File: src/rtl/snake_pkg.sv
// Shared scan-code constants, prefix-state encoding and arrow lookup for the
// PS/2 front end of the snake game.
package snake_pkg;

  localparam logic [7:0] SC_UP    = 8'h75;
  localparam logic [7:0] SC_DOWN  = 8'h72;
  localparam logic [7:0] SC_LEFT  = 8'h6B;
  localparam logic [7:0] SC_RIGHT = 8'h74;
  localparam logic [7:0] SC_EXT   = 8'hE0;
  localparam logic [7:0] SC_BRK   = 8'hF0;

  typedef enum logic [1:0] {PFX_IDLE, PFX_EXT, PFX_BRK, PFX_EXT_BRK} pfx_t;

  // bit 1 = UP/LEFT, bit 2 = DOWN/RIGHT; never both
  function automatic logic [2:1] arrow_move(input logic [7:0] code);
    case (code)
      SC_UP, SC_LEFT:    return 2'b01;
      SC_DOWN, SC_RIGHT: return 2'b10;
      default:           return 2'b00;
    endcase
  endfunction

endpackage

File: src/rtl/ps2_rx.sv
// PS/2 receiver: synchronizes the raw pins, captures 11-bit frames on falling
// ps2_clk edges, checks start/parity/stop and discards stalled partial frames.
module ps2_rx #(
  parameter int TIMEOUT_CYCLES = 50000
) (
  input  logic       clk,
  input  logic       rst_n,
  input  logic       ps2_clk_i,
  input  logic       ps2_data_i,
  output logic [7:0] byte_o,
  output logic       byte_vld_o,
  output logic       err_o,
  output logic       tmo_o
);

  localparam int TW = $clog2(TIMEOUT_CYCLES + 1);
  localparam logic [TW-1:0] TMO_LAST = TW'(TIMEOUT_CYCLES - 1);

  logic [1:0]    clk_sync_q, dat_sync_q;
  logic          clk_prev_q;
  logic [3:0]    cnt_q, cnt_d;
  logic [9:0]    shift_q, shift_d;
  logic [TW-1:0] tmo_q, tmo_d;
  logic [7:0]    byte_q, byte_d;
  logic          vld_q, vld_d, err_q, err_d, tout_q, tout_d;

  logic        fall, bit_in, frame_ok;
  logic [10:0] frame;

  assign fall     = clk_prev_q & ~clk_sync_q[1];
  assign bit_in   = dat_sync_q[1];
  // frame[0]=start, [8:1]=data, [9]=parity, [10]=stop
  assign frame    = {bit_in, shift_q};
  assign frame_ok = ~frame[0] & (^frame[9:1]) & frame[10];

  always_comb begin
    cnt_d   = cnt_q;
    shift_d = shift_q;
    tmo_d   = tmo_q;
    byte_d  = byte_q;
    vld_d   = 1'b0;
    err_d   = 1'b0;
    tout_d  = 1'b0;
    if (fall) begin
      shift_d = frame[10:1];
      tmo_d   = '0;
      if (cnt_q == 4'd10) begin
        cnt_d = 4'd0;
        if (frame_ok) begin
          byte_d = frame[8:1];
          vld_d  = 1'b1;
        end else begin
          err_d = 1'b1;
        end
      end else begin
        cnt_d = cnt_q + 4'd1;
      end
    end else if (cnt_q != 4'd0) begin
      if (tmo_q == TMO_LAST) begin
        cnt_d  = 4'd0;
        tmo_d  = '0;
        err_d  = 1'b1;
        tout_d = 1'b1;
      end else begin
        tmo_d = tmo_q + TW'(1);
      end
    end else begin
      tmo_d = '0;
    end
  end

  always_ff @(posedge clk or negedge rst_n) begin
    if (!rst_n) begin
      clk_sync_q <= 2'b11;
      dat_sync_q <= 2'b11;
      clk_prev_q <= 1'b1;
      cnt_q      <= '0;
      shift_q    <= '0;
      tmo_q      <= '0;
      byte_q     <= '0;
      vld_q      <= 1'b0;
      err_q      <= 1'b0;
      tout_q     <= 1'b0;
    end else begin
      clk_sync_q <= {clk_sync_q[0], ps2_clk_i};
      dat_sync_q <= {dat_sync_q[0], ps2_data_i};
      clk_prev_q <= clk_sync_q[1];
      cnt_q      <= cnt_d;
      shift_q    <= shift_d;
      tmo_q      <= tmo_d;
      byte_q     <= byte_d;
      vld_q      <= vld_d;
      err_q      <= err_d;
      tout_q     <= tout_d;
    end
  end

  assign byte_o     = byte_q;
  assign byte_vld_o = vld_q;
  assign err_o      = err_q;
  assign tmo_o      = tout_q;

endmodule

File: src/rtl/ps2_arrow_decoder.sv
// PS/2 arrow-key decoder: tracks E0/F0 prefixes on received bytes and emits a
// one-cycle turn request on move, aligned with the code_valid diagnostic pulse.
module ps2_arrow_decoder import snake_pkg::*; #(
  parameter int TIMEOUT_CYCLES = 50000,
  parameter bit REQUIRE_EXT    = 1'b0
) (
  input  logic       clk,
  input  logic       reset,
  input  logic       ps2_clk,
  input  logic       ps2_data,
  output logic [2:1] move,
  output logic [7:0] scan_code,
  output logic       code_valid,
  output logic       frame_err
);

  logic [7:0] rx_byte;
  logic       rx_vld, rx_err, rx_tmo;

  ps2_rx #(.TIMEOUT_CYCLES(TIMEOUT_CYCLES)) u_rx (
    .clk        (clk),
    .rst_n      (reset),
    .ps2_clk_i  (ps2_clk),
    .ps2_data_i (ps2_data),
    .byte_o     (rx_byte),
    .byte_vld_o (rx_vld),
    .err_o      (rx_err),
    .tmo_o      (rx_tmo)
  );

  pfx_t       state_q;
  logic [2:1] move_q;
  logic [7:0] scan_q;
  logic       cv_q, err_q;

  always_ff @(posedge clk or negedge reset) begin
    if (!reset) begin
      state_q <= PFX_IDLE;
      move_q  <= '0;
      scan_q  <= '0;
      cv_q    <= 1'b0;
      err_q   <= 1'b0;
    end else begin
      move_q <= '0;
      cv_q   <= rx_vld;
      err_q  <= rx_err;
      if (rx_tmo) begin
        state_q <= PFX_IDLE;
      end else if (rx_vld) begin
        scan_q <= rx_byte;
        case (state_q)
          PFX_IDLE: begin
            if (rx_byte == SC_EXT)      state_q <= PFX_EXT;
            else if (rx_byte == SC_BRK) state_q <= PFX_BRK;
            else begin
              if (!REQUIRE_EXT) move_q <= arrow_move(rx_byte);
              state_q <= PFX_IDLE;
            end
          end
          PFX_EXT: begin
            if (rx_byte == SC_EXT)      state_q <= PFX_EXT;
            else if (rx_byte == SC_BRK) state_q <= PFX_EXT_BRK;
            else begin
              move_q  <= arrow_move(rx_byte);
              state_q <= PFX_IDLE;
            end
          end
          // released key code is swallowed
          default: state_q <= PFX_IDLE;
        endcase
      end
    end
  end

  assign move       = move_q;
  assign scan_code  = scan_q;
  assign code_valid = cv_q;
  assign frame_err  = err_q;

endmodule

File: config.mk
export PLATFORM = sky130hd
export DESIGN_NAME = ps2_arrow_decoder
export DESIGN_NICKNAME = d
export VERILOG_FILES = /design/src/rtl/snake_pkg.sv /design/src/rtl/ps2_rx.sv /design/src/rtl/ps2_arrow_decoder.sv
export SDC_FILE = /design/constraint.sdc
export NUM_CORES = 1
export LEC_CHECK = 0
export CORE_ASPECT_RATIO = 0.8
export CORE_MARGIN = 8
export CORE_UTILIZATION = 50
export DETAILED_ROUTE_END_ITERATION = 8
export PLACE_DENSITY_LB_ADDON = 0.3
export SLEW_MARGIN = 20
export SYNTH_ARGS = -nofsm -noshare
export SYNTH_HDL_FRONTEND = slang
export SYNTH_SLANG_ARGS = --single-unit
File: constraint.sdc
create_clock -name clk -period 2.7 [get_ports clk]
set_clock_uncertainty 0.05 [all_clocks]
set_input_delay 0.27 -clock clk [delete_from_list [all_inputs] [get_ports clk]]
set_output_delay 0.27 -clock clk [all_outputs]
set_load 0.005 [all_outputs]
==> results.md, run 1 <==
Status:
- The run finished with clean final reports.

Timing:
- The number of endpoints failing setup at the final stage is 0.
- Of the available clock period, the critical path in the final layout requires about 83%.
- Setup repair after global routing left no endpoint under its margin.
- The achievable frequency is ~0.45 GHz.
- The hold violation total from the final report came to 0.
- The worst relative slew slack is approximately three fifths.
- The slew at the pin closest to its max-slew limit is 0.619 ns.
- The minimum period implied by the final worst setup slack is 2.24 ns.
- The post-route setup TNS is 0 ns.
- The max-slew violation count is 0.

Flow run:
- The count of maximum capacitance violations is 0.

Routing:
- In the routed design, unresolved DRC markers number 0.
- For this run, the detailed router's first-pass iteration total came to 4.
- The total routed wirelength is approximately 4400 um.
- The average detailed-routed wire length per instance is 14.3 um.
- The detail route stage leaves a number of antenna-violating nets equal to 0.
- The number of DRC markers in iteration 0 is 64.
- The total number of vias is 1650.
- The ratio of routed vias to standard cells is ~5.4.

Clock network:
- The total clock sinks is 59.
- The TritonCTS clock tree is yes.
- The clock reaches the later pin of the worst-skew pair after 0.34 ns.
- The number of clock buffers inserted by TritonCTS is 9.
- The clock transition at the registers of the reported paths is 0.06 ns.
- The cell at the root of the clock tree is sky130_fd_sc_hd__clkbuf_8.
- The longest clock path from root to sink contains 2 buffers.
- The H-tree was split into 3 levels.
- The number of post-CTS setup repair buffers is 0.

Finish:
- After routing the design area is 0.00302 sq mm.
- The total area of sequential cells is around 0.0015 sq mm.
- After the flow finishes, the layout carries non-filler instances totaling 306.
- The fraction of final layout cells with drive strength greater than 1 is between 20% and 30%.
- Fill cells in the final layout number 409.
- After the last flow step, the layout net total stands at around 250.
- The number of antenna diodes is 0.
- Relative to the synthesized area, the layout overhead comes to 16.2%.
- The area of combinational cells with multiple inputs is approximately 0.0011 sq mm.

Synth:
- The number of warnings printed during yosys synthesis is 0.
- Summing every instance area after synthesis gives about 0.0026 sq mm.
- In the synthesized netlist the dominant register cell turns out to be sky130_fd_sc_hd__dfrtp_1.
- Yosys mapped a number of flops with a built-in enable equal to 0.
- The share of async-settable or async-resettable flops after synthesis is 100%.
- Ranked by total cell area, the synthesized netlist is headed by sky130_fd_sc_hd__dfrtp_1, sky130_fd_sc_hd__mux2_2, sky130_fd_sc_hd__dfstp_2.
- For this run, the register share of the synthesized area comes to between 50% and 60%.
- The most frequently used cell type in the post-synthesis netlist is sky130_fd_sc_hd__dfrtp_1.
- Synthesis produced 212 cells.
- The number of nets in the synthesized netlist is 220.
- The number of synthesized register bits is 59.
- The post-synthesis area per instance is 12.2 sq um.
- The number of distinct library cell variants in the gate-level netlist after synthesis is 35.
- Of the post-synthesis cell area, the dominant cell type holds 52.1%.
- The commonest cells after synthesis are sky130_fd_sc_hd__dfrtp_1, sky130_fd_sc_hd__mux2_2, sky130_fd_sc_hd__nor2_1.
- The largest area contributor in the netlist is sky130_fd_sc_hd__dfrtp_1.

GRT:
- The global-route total usage across every layer is between 10% and 20%.
- Entering global routing, the biggest net connects 31 pins.
- The initial antenna violation count was 0.
- The first global-routing pass estimated between 7000 and 8000 um of wire.
- Summed over all layers, the global routing overflow is 0.
- The via count of the first global-routing pass was 1649.

Floorplan:
- For this configuration, the core starts out at a cell density of 51.8%.
- The number of placement rows is 23.
- The die width is between 90 and 100 um.
- Pin placement for this block handled 16 I/O pins.
- The die is 80.4 um tall.
- The area of the core is 0.00501 sq mm.
- The die covers 0.00777 sq mm.

Place:
- The final estimated routing congestion in global placement is 0.785.
- The number of instances in the placed design is 289.
- The placed standard-cell area is about 0.0028 sq mm.
- Once detailed placement completed, the half-perimeter wirelength came to 3070 um.
- Buffers placed on the I/O ports in this run total 15.

Worst setup path:
- At the worst endpoint, the arrival time is 2.40 ns.
- The sort of element at the end of the critical path is a register.
- The kind of start point of the critical path is a register.
- The critical path contains buffers and inverters numbering 0 combined.
- In this run the worst path has a maximum fanout of 9.
- Traced cell by cell, the critical path runs through xor3_4 > or4_1 > mux2i_4 > mux2_2.
- The cell family contributing the most delay on the critical path is multiplexers.
- STA puts the critical path data required time at between 2 and 3 ns.
- Among all stages on the critical path, the largest delay is contributed by sky130_fd_sc_hd__xor3_4.
- For this run, the slowest stage of the critical path takes 0.52 ns.
- The critical path is of the reg -> reg type.

Hold path:
- The class of the tightest hold or removal check is in -> async.

Power:
- The overall power after layout is around 2400 uW.
- Dividing total power by cell area gives a power density of 805 mW/mm^2.
- In this run the static leakage power is 0.00134 uW.
- The worst-case IR drop observed on VDD is roughly 0.00065 V.
==> what timing repair did <==
action | 4_1_cts | 5_1_grt
hold endpoints to repair | 9 | 0
hold buffers | 1 | 0
gates resized for setup | 0 | 0
==> stage by stage <==
step,utilization (%),hold WS [ns],worst slack [ns]
after detailed placement,56.6,0.106,0.468
after CTS,60.2,0.272,0.453
after global placement,56.6,0.108,0.491
after floorplan,-,-0.0756,0.585
after global routing,60.2,0.276,0.356
final,60.2,0.280,0.465
==> cells by family after synthesis <==
group	synth area share, %
AND/OR/NAND/NOR	16.3
flip-flops	57.1
multiplexers	12.1
XOR/XNOR	7.47
AO/OA/AOI/OAI	3.18
buffers and inverters	1.88
adder cells (fa/ha/maj)	1.93
==> sequential cells by signal, summed over array words and instances (netlist names) <==
signal	cells
u_rx.tmo_q	16
u_rx.tmo_o	1
scan_code	8
u_rx.byte_o	8
move	2
u_rx.clk_prev_q	1
u_rx.shift_q	10
u_rx.err_o	1
u_rx.cnt_q	4
code_valid	1
u_rx.dat_sync_q	2
u_rx.clk_sync_q	2
frame_err	1
u_rx.byte_vld_o	1
state_q	1
==> per-layer routing <==
layer	GRT usage (%)	vias up	wire length, um	share of wire [%]
li1	-	798	-	-
met1	16.9	817	2180	50
met2	17.3	27	1880	43
met3	5.68	8	227	5.2
met4	7.54	0	91	2.1
met5	0	-	0	0
==> worst paths after layout <==
kind	cells after the start	slack, ns	end	start
setup / recovery	4	0.46	u_rx.byte_o[0]	u_rx.shift_q[2]
hold / removal	2	0.28	u_rx.tmo_q[14]	reset
setup reg to reg	4	0.46	u_rx.byte_o[0]	u_rx.shift_q[2]
hold reg to reg	0	0.30	frame_err	u_rx.err_o
max in group asynchronous	3	1.66	u_rx.byte_o[0]	reset
min in group clk	1	0.29	u_rx.dat_sync_q[0]	ps2_data
==> power breakdown <==
| part | internal (uW) | switching [uW] |
|---|---|---|
| Combinational | 329 | 239 |
| Sequential | 1020 | 150 |
| Clock | 380 | 310 |
==> cell usage in the layout, fill, tap and decap left out, drive strengths merged, types with 2 or more instances in the layout <==
cell,Yosys,layout
nor4bb,3,3
and4,2,2
nor4,3,3
clkbuf,4,14
nand3,11,11
ha,4,4
a21oi,3,3
nor2,20,20
inv,9,9
xor2,6,6
a31oi,3,3
or3,6,6
o21ai,6,6
nand2b,3,3
buf,0,5
dfrtp,54,54
nor3,3,3
nor4b,4,4
dfstp,5,5
nand2,13,13
clkdlybuf4s50,0,14
clkinv,0,2
nand4,2,2
mux2,25,25
mux2i,2,2
xnor2,10,10
==> final cells by class <==
| type | count | share of cell area (%) |
|---|---|---|
| Timing Repair Buffer | 20 | 6.14 |
| Clock buffer | 14 | 5.39 |
| Clock inverter | 2 | 0.332 |
| Inverter | 9 | 1.12 |
| Sequential cell | 59 | 49.2 |
| Multi-Input combinational cell | 140 | 35.3 |
| Tap cell | 62 | 2.57 |
(Power assumes the default switching activity.)
==> run 2, diff against run 1 <==
clock period = 2.2 ns   (was 2.7 ns; I/O delays follow)
==> run 2 against run 1 <==
  * Power increased by 31%
  * Critical path depth is 1 higher
  * Critical endpoint is now u_rx.byte_o[4]
  * First-iteration DRC count up 55%
  * Flip-flop and latch count unchanged
  * Utilization rose by 2.0 points
  * Worst hold slack worse by 0.049 ns
  * Critical path type unchanged
  * Cell count up 2.3%
  * Non-clock buffer count increased by 7
  * Sequential share of layout area is 1.6 points lower
  * Register-to-register slack got worse by 0.39 ns
==> results.md, run 2 (synthesis results as in run 1) <==
GRT:
- The via count of the first global-routing pass is between 1500 and 2000.
- The maximum number of pins on one net before global-route repair is 23.
- The initial antenna violation count came to 0.
- The first global-routing pass estimated 7940 um of wire.
- Global routing used a little over an eighth of the available tracks across all layers.
- After global routing the overflow that remains totals 0.

Place:
- Once placement finished, the instance area stood at 0.00289 sq mm.
- Port buffering added 15 buffers.
- OpenSTA, run right after detailed placement, puts the worst setup slack at 0.0571 ns.
- The wire-length estimate of the detail-placed layout is 3040 um.
- The final estimated routing congestion in global placement is 0.781.
- The number of placed instances, taps included, is 295.

Worst setup path:
- The worst setup path is of the reg -> reg kind.
- The count of buffering cells on the critical path with inverters included is 1.
- The slowest stage of the critical path is the sky130_fd_sc_hd__or4b_4 cell.
- In this run the worst path has a maximum fanout of 9.
- The cell class contributing the biggest share of worst-path delay is multiplexers.
- The arrival time of data at the critical path endpoint is between 2 and 2.5 ns.
- The required time of the critical path is between 2 and 2.5 ns.
- The kind of start point of the critical path is a register.
- The worst setup path is captured at a register.
- The worst reg-to-reg setup slack is 0.08 ns.
- On the worst path, the slowest cell contributes a delay of 0.47 ns.
- The signal on the critical path passes through xor3_4 > or4b_4 > mux2i_4 > buf_12 > mux2_2.

Clock network:
- The TritonCTS clock tree is yes.
- The total clock sinks is 59.
- The number of clock buffers inserted by TritonCTS is 9.
- The clock transition at the registers of the reported paths is 0.07 ns.
- The clock reaches the later pin of the worst-skew pair after 0.34 ns.
- Counting along the longest clock path gives a buffer depth of 2.
- The deepest level of the CTS H-tree is 3.
- The cell at the root of the clock tree is sky130_fd_sc_hd__clkbuf_8.

Floorplan:
- The overall die height is 80.4 um.
- The die covers 0.00777 sq mm.
- The area of the core is ~0.0050 sq mm.
- The top-level port count is 16.
- The die width is between 90 and 100 um.
- The number of placement rows is 23.
- The effective utilization at floorplan is between 50% and 60%.

Timing:
- Setup violations remaining at the end of the flow were counted as 0.
- The slew at the pin closest to its max-slew limit is 0.415 ns.
- The smallest setup slack after layout is 0.0776 ns.
- The hold violation total from the final report is 0.
- The worst relative slew slack is about 72%.
- The final critical path takes up around 96% of the cycle.
- The max-slew violation count is 0.
- The achievable frequency is approximately 0.47 GHz.
- The worst path in the final design needs a cycle of 2.12 ns, including I/O delays and setup.

Finish:
- The most common cell after layout, fill and taps aside is sky130_fd_sc_hd__dfrtp_1.
- The flip-flop count of the largest register after layout is 16.
- After filler insertion, the fill cell instance count of the layout stands at 401.
- Leaving out filler cells and counting taps, the final layout contains 313.
- The area of combinational cells with multiple inputs is 0.00107 sq mm.
- The largest registers in the layout are u_rx.tmo_q x16, u_rx.shift_q x10.
- The number of nets in the layout is 254.
- The area growth from synthesis to layout is 20.0%.
- The library cells used most frequently in the layout, excluding fill and tap cells, are sky130_fd_sc_hd__dfrtp_1, sky130_fd_sc_hd__mux2_2, sky130_fd_sc_hd__nor2_1, sky130_fd_sc_hd__clkdlybuf4s50_1, sky130_fd_sc_hd__nand2_1.
- The register ranked first by flip-flop count is u_rx.tmo_q.
- The repair_antennas step left the layout with diodes totalling 0.
- The total area of sequential cells is roughly 0.0015 sq mm.
- In the final layout, the share of cells above drive strength 1 is between 20 and 30%.
- The cell area after layout is 0.00311 sq mm.

Hold path:
- The min-delay analysis places its worst path in the category in -> reg.

Power:
- The fraction of power spent switching nets is 28.9%.
- The clock network burns 30.9% of the power.
- The share of power burned in registers is 44.5%.
- The cell area power density is 1020 mW/mm^2.
- The internal power of the cells totals about 2300 uW.
- The static leakage is between 0.001 and 0.0015 uW.
- The maximum vdd drop is 0.000597 V.
- In this run, the combinational gates consume 24.6% of the power.
- The net switching component of the power is 918 uW.

Routing:
- Once detail routing completed, the nets flagged for antenna violations numbered 0.
- The total routed wirelength is 4550 um.
- After the first detailed-routing iteration, the DRC count stood at 99.
- The ratio of routed vias to standard cells is about 5.3.
- The average detailed-routed wire length per instance is approximately 15 um.
- The total number of vias is 1646.
- The first detailed-routing pass took 4 iterations.
- The remaining design rule violation count is 0.

Status:
- The run finished with clean final reports.

Flow run:
- The count of maximum capacitance violations is 0.
## run 2: final timing paths
path / to / from / cells after the start
worst max-delay path: u_rx.byte_o[4] / u_rx.shift_q[2] / 5
min in group asynchronous: u_rx.tmo_q[8] / reset / 2
max in group asynchronous: u_rx.dat_sync_q[0] / reset / 3
worst min register to register: frame_err / u_rx.err_o / 0
worst min-delay path: u_rx.clk_sync_q[0] / ps2_clk / 1
worst max register to register: u_rx.byte_o[4] / u_rx.shift_q[2] / 5
## run 2: timing repair
item / CTS / global route
endpoints found under the setup margin: 0 / 8
hold endpoints to repair: 15 / 0
resized for setup: 0 / 1
buffers inserted: 0 / 1
hold buffers: 1 / 0
## run 2: final cells by class
type	count	area share [%]
clock buffers	10	4.42
well taps	62	2.49
multi-input cells	140	34.3
inverters	9	1.08
clock inverters	6	2.09
flip-flops and latches	59	47.6
repair buffers	27	8.04
## run 2: routing by layer
layer | GRT usage [%] | wire length, um | vias up
li1 | - | - | 814
met1 | 17.6 | 2220 | 804
met2 | 19.4 | 2010 | 22
met3 | 6.42 | 264 | 6
met4 | 4.52 | 58 | 0
met5 | 0 | 0 | -
## run 2: metrics by stage
step	setup TNS [ns]	utilization [%]	hold WS (ns)	total power (uW)
floorplan	0	-	-0.126	1980
global placement	0	57.7	0.130	2180
detailed placement	0	57.7	0.133	2200
CTS	0	62.0	0.218	3200
global route	-0.00376	62.2	0.213	3360
finish	0	62.2	0.231	3180
## run 2: power groups by stage
stage,clock (uW),sequential (uW),combinational [uW]
after floorplan,0,1390,584
after global placement,0,1420,757
after detailed placement,0,1430,772
after CTS,1010,1410,778
after global routing,1060,1440,856
final,983,1410,781
